===== src/rtl/ram_ctrl_pkg.sv =====
// Shared types and constants for the two-requester RAM controller.
// Sequencer state encoding and requester indices live here so the top and the picker agree.
package ram_ctrl_pkg;

    localparam int ADDR_W_DEF = 4;
    localparam int DATA_W_DEF = 32;

    typedef enum logic [1:0] {
        ST_IDLE   = 2'b00,
        ST_ACCESS = 2'b01,
        ST_RESP   = 2'b10
    } state_t;

    localparam logic REQ0 = 1'b0;
    localparam logic REQ1 = 1'b1;

endpackage


===== src/rtl/arb_rr2.sv =====
// Combinational two-way round-robin picker.
// A lone requester always wins; on a tie the requester that was not granted last wins.
module arb_rr2
    import ram_ctrl_pkg::*;
(
    input  logic req0,
    input  logic req1,
    input  logic last_grant,
    output logic valid,
    output logic winner
);

    always_comb begin
        valid  = req0 | req1;
        winner = REQ0;
        if (req0 && req1) begin
            winner = ~last_grant;
        end else if (req1) begin
            winner = REQ1;
        end
    end

endmodule


===== src/rtl/ram_arbiter.sv =====
// Clocked front end for a 16x32 combinational RAM shared by two requesters.
// IDLE -> ACCESS -> RESP sequencer: one access per three cycles, one-cycle ack per access.
module ram_arbiter
    import ram_ctrl_pkg::*;
#(
    parameter int ADDR_W = ADDR_W_DEF,
    parameter int DATA_W = DATA_W_DEF
) (
    input  logic              clk,
    input  logic              rst,
    input  logic              req0,
    input  logic              we0,
    input  logic [ADDR_W-1:0] addr0,
    input  logic [DATA_W-1:0] wdata0,
    input  logic              req1,
    input  logic              we1,
    input  logic [ADDR_W-1:0] addr1,
    input  logic [DATA_W-1:0] wdata1,
    output logic              ack0,
    output logic              ack1,
    output logic [DATA_W-1:0] rdata,
    output logic              busy,
    output logic              ram_w_en,
    output logic [ADDR_W-1:0] ram_address,
    output logic [DATA_W-1:0] ram_data_input,
    input  logic [DATA_W-1:0] ram_data_output
);

    state_t              state_q, state_d;
    logic                cur_q, cur_d;
    logic                last_grant_q, last_grant_d;
    logic                ack0_q, ack0_d;
    logic                ack1_q, ack1_d;
    logic [DATA_W-1:0]   rdata_q, rdata_d;
    logic                w_en_q, w_en_d;
    logic [ADDR_W-1:0]   addr_q, addr_d;
    logic [DATA_W-1:0]   wdata_q, wdata_d;

    logic                grant_valid;
    logic                grant_winner;

    arb_rr2 u_arb (
        .req0       (req0),
        .req1       (req1),
        .last_grant (last_grant_q),
        .valid      (grant_valid),
        .winner     (grant_winner)
    );

    always_comb begin
        state_d      = state_q;
        cur_d        = cur_q;
        last_grant_d = last_grant_q;
        ack0_d       = ack0_q;
        ack1_d       = ack1_q;
        rdata_d      = rdata_q;
        w_en_d       = w_en_q;
        addr_d       = addr_q;
        wdata_d      = wdata_q;

        case (state_q)
            ST_IDLE: begin
                // Address/data only move here, so they are frozen whenever w_en can be high.
                if (grant_valid) begin
                    cur_d = grant_winner;
                    if (grant_winner == REQ1) begin
                        addr_d  = addr1;
                        wdata_d = wdata1;
                        w_en_d  = we1;
                    end else begin
                        addr_d  = addr0;
                        wdata_d = wdata0;
                        w_en_d  = we0;
                    end
                    state_d = ST_ACCESS;
                end
            end
            ST_ACCESS: begin
                rdata_d      = ram_data_output;
                w_en_d       = 1'b0;
                ack0_d       = (cur_q == REQ0);
                ack1_d       = (cur_q == REQ1);
                last_grant_d = cur_q;
                state_d      = ST_RESP;
            end
            ST_RESP: begin
                ack0_d  = 1'b0;
                ack1_d  = 1'b0;
                state_d = ST_IDLE;
            end
            default: begin
                ack0_d  = 1'b0;
                ack1_d  = 1'b0;
                w_en_d  = 1'b0;
                state_d = ST_IDLE;
            end
        endcase
    end

    always_ff @(posedge clk) begin
        if (rst) begin
            state_q      <= ST_IDLE;
            cur_q        <= REQ0;
            last_grant_q <= REQ1;
            ack0_q       <= 1'b0;
            ack1_q       <= 1'b0;
            rdata_q      <= '0;
            w_en_q       <= 1'b0;
            addr_q       <= '0;
            wdata_q      <= '0;
        end else begin
            state_q      <= state_d;
            cur_q        <= cur_d;
            last_grant_q <= last_grant_d;
            ack0_q       <= ack0_d;
            ack1_q       <= ack1_d;
            rdata_q      <= rdata_d;
            w_en_q       <= w_en_d;
            addr_q       <= addr_d;
            wdata_q      <= wdata_d;
        end
    end

    assign ack0           = ack0_q;
    assign ack1           = ack1_q;
    assign rdata          = rdata_q;
    assign busy           = (state_q != ST_IDLE);
    assign ram_w_en       = w_en_q;
    assign ram_address    = addr_q;
    assign ram_data_input = wdata_q;

endmodule


===== config.mk =====
export PLATFORM = sky130hd
export DESIGN_NAME = ram_arbiter
export DESIGN_NICKNAME = d
export VERILOG_FILES = /design/src/rtl/ram_ctrl_pkg.sv /design/src/rtl/arb_rr2.sv /design/src/rtl/ram_arbiter.sv
export SDC_FILE = /design/constraint.sdc
export NUM_CORES = 1
export LEC_CHECK = 0
export CORE_MARGIN = 1.5
export CORE_UTILIZATION = 37
export DETAILED_ROUTE_END_ITERATION = 10
export HOLD_SLACK_MARGIN = 0.05
export PLACE_DENSITY = 0.88
export SLEW_MARGIN = 20
export SYNTH_ARGS = -nofsm -noshare
export SYNTH_HDL_FRONTEND = slang
export SYNTH_HIERARCHICAL = 1
export SYNTH_SLANG_ARGS = --single-unit

===== constraint.sdc =====
create_clock -name clk -period 1.55 [get_ports clk]
set_input_delay 0.31 -clock clk [delete_from_list [all_inputs] [get_ports clk]]
set_output_delay 0.31 -clock clk [all_outputs]
set_load 0.1 [all_outputs]

==> key figures <==
Worst setup path
  – R2r startpoint: state_q[0]$_SDFFE_PP0P_
  – R2R cell count: 5
  – Crit path from: state_q[1]$_SDFFE_PP0P_
  – Worst setup endpoint: busy
  – Critical Path RT: 1.24 ns
  – Reg2reg setup slack: 0.18 ns
  – Critical-path maximum fanout: 7
  – FF-to-FF End: ram_data_input[0]$_SDFFE_PP0P_
  – Critical Path Start Type: register
  – Setup CP Type: register to output port
  – WP data arrival: 1.19 ns
  – Critical Path Sink Type: output port

Logic synthesis
  – Number of enable flip-flop cells after synthesis: 0
  – Dominant cell type by area after synthesis: dfxtp_1
  – Cell area after synthesis: 2988 um^2
  – Synth Warn #: 6
  – Top-area cell type share of the netlist area: 50.25%
  – Syn_nets: 400
  – Top post-synthesis cells by area: dfxtp_1 50%, mux2i_1 13%, nand2_1 8.3%, o2bb2ai_1 7.6%, a21oi_1 5.4%
  – Post-synthesis cell count: 290
  – #FFs+latches synth: 75
  – Mean post-synth cell area: 10.30 um^2
  – Post-synth cell types: 26
  – Dominant synthesized flop cell: dfxtp_1
  – Async S/R FF share, synth: 0%
  – Seq/Total Area, Yosys: 50.25%

Power
  – Worst vdd ir: 0.6350 mV
  – Final Power: 6480 uW
  – Leak: 0.002331 uW
  – Pwr dens: 1080 nW/um^2

Die
  – Die Height: 92.86 um
  – Die width: 92.86 um
  – Initial Util: 38.47%
  – Die ar.: 8623 um^2
  – Core ar.: 7767 um^2
  – I/O pin cnt: 182
  – Cell Rows: 32

Routing
  – # DRC: 0
  – Vias per inst: 4.931
  – Drt wl/cell: 16.73 um
  – Antenna Nets Post-Route: 0
  – Router iterations before antenna repair: 4
  – Total routed wirelength: 9886 um
  – Starting DRT DRC Count: 65
  – Routed vias: 2914

Hold path
  – Hold Crit Depth: 2
  – Worst min path class: register to register
  – Min-delay src: rdata[29]$_SDFFE_PP0N_

Placement
  – Dpl hpwl: 7828 um
  – Input/output buffers: 181
  – Placed instance count: 574
  – DP Area: 5766 um^2
  – Placer Congestion: 0.7445
  – Place WS: -0.2642 ns

Clock tree
  – TritonCTS clock tree: built
  – CTS root buffer: clkbuf_8
  – Total CTS buffers: 9
  – Clock latency on the worst-skew pair: 0.34 ns
  – CTS Buffer Depth: 2
  – Number of H-tree levels: 3
  – Clk slew on worst S/H paths: 0.07 ns
  – CTS sink cnt: 75

Finish
  – Final net count: 594
  – Cell area after layout: 6000 um^2
  – ANT cells: 0
  – Syn-to-layout area delta: 100.8%
  – Layout cells sized above 1: 27.20%
  – Non-filler cells, final: 591

STA
  – Slew Limit Headroom: 76.17%
  – RSZ-0062 raised after global routing: no
  – F_max: 0.6665 GHz
  – Setup Skew: 0.008904 ns
  – Slew Viols, Final: 0
  – # setup viols final: 0
  – Hold Fails Final Rpt: 0
  – Period minus WS final: 1.500 ns
  – Worst-margin pin slew: 0.3485 ns
  – Final setup margin: 0.04953 ns
  – Final Cycle Share: 96.80%
  – Setup_tns: 0 ns

GRT
  – Global Route met2 Usage: 41.91%
  – Global routing's busiest layer: met2
  – Largest net degree at the start of global routing: 24
  – M1 GR Usage: 22.15%
  – GRT Overall Usage: 22.69%
  – Initial antenna violation count: 0
  – Vias in the first global route: 3089
  – Aggregate global routing overflow: 0
  – First-pass GRT wire length: 15220 um
  – Grt met3 use: 9.606%

Status
  – Status: complete, no violations

Flow run
  – Max-cap violations: 0
[layout make-up]
class | instances | area [um^2]
clock buffers | 9 | 123.9
well taps | 102 | 127.6
flip-flops and latches | 75 | 1506
inverters | 1 | 3.754
fillers | 484 | 1768
repair buffers | 207 | 2815
multi-input cells | 190 | 1330
clock inverters | 7 | 92.59
[where the power goes]
| group | switching [uW] | internal [uW] |
|---|---|---|
| Combinational | 1520 | 1070 |
| Sequential | 181 | 2090 |
| Clock | 718 | 904 |
| Total | 2420 | 4060 |
[worst max-delay path, cell delays in order, from the launching register on]
cell	delay, ns
dfxtp_2	0.37
or2_2	0.31
buf_12	0.18
[worst min-delay path by stage]
stage                                  end  slack (ns)
floorplan            ram_w_en$_SDFFE_PP0P_        0.40
global placement     rdata[4]$_SDFFE_PP0N_        0.48
detailed placement  rdata[29]$_SDFFE_PP0N_        0.49
CTS                 rdata[29]$_SDFFE_PP0N_        0.50
global route         rdata[0]$_SDFFE_PP0N_        0.51
finish              rdata[29]$_SDFFE_PP0N_        0.49
[layer usage]
layer  share of wire, %  routed length [um]
met3                 10                1002
met5                  0                   0
met1                 35                3479
met2                 52                5182
met4                2.2                 221
[cell usage after synthesis (2+ instances only)]
cell type / n
nor2_1: 4
buf_2: 9
clkbuf_1: 3
o2bb2ai_1: 26
dfxtp_1: 75
nor2b_1: 2
a2111oi_0: 2
buf_4: 5
a21oi_1: 32
buf_8: 3
mux2i_1: 39
nand2_1: 66
buf_6: 3
o2bb2ai_2: 9
[cells in the final DEF (no fill, tap or decap), types with 2 or more instances in the layout]
cell / count
a21oi_1: 32
buf_12: 79
buf_4: 19
bufinv_16: 2
clkbuf_8: 9
clkdlybuf4s50_1: 109
clkinv_2: 3
clkinv_4: 2
dfxtp_1: 73
mux2i_1: 38
nand2_1: 66
nor2_1: 4
o2bb2ai_1: 26
o2bb2ai_2: 9
[logic make-up (layout without fill, tap and decap cells)]
kind of cell           Yosys count  count (layout)  synth area share (%)
muxes                           39              39                 13.07
buffers and inverters           25             224                 6.030
DFF                             75              75                 50.25
AOI/OAI and AO/OA               71              71                 19.26
and+or+nand+nor                 80              80                 11.39
[timing repair]
item,CTS,global route
setup endpoints to repair,1,3
buffers inserted,0,1
gates resized for setup,3,2
hold buffers,0,0
[sequential cells by signal, summed over array words and instances (netlist names)]
signal	cells
rdata	32
last_grant_q	1
ram_data_input	32
ram_address	4
ack0	1
state_q	2
ack1	1
cur_q	1
ram_w_en	1
[stage by stage]
step	utilization [%]	hold slack (ns)
2_1_floorplan	-	0.3997
3_3_place_gp	74.23	0.4792
3_5_place_dp	74.23	0.4875
4_1_cts	77.08	0.4981
5_1_grt	77.24	0.5113
6_report	77.24	0.4930
(Power assumes the default switching activity.)
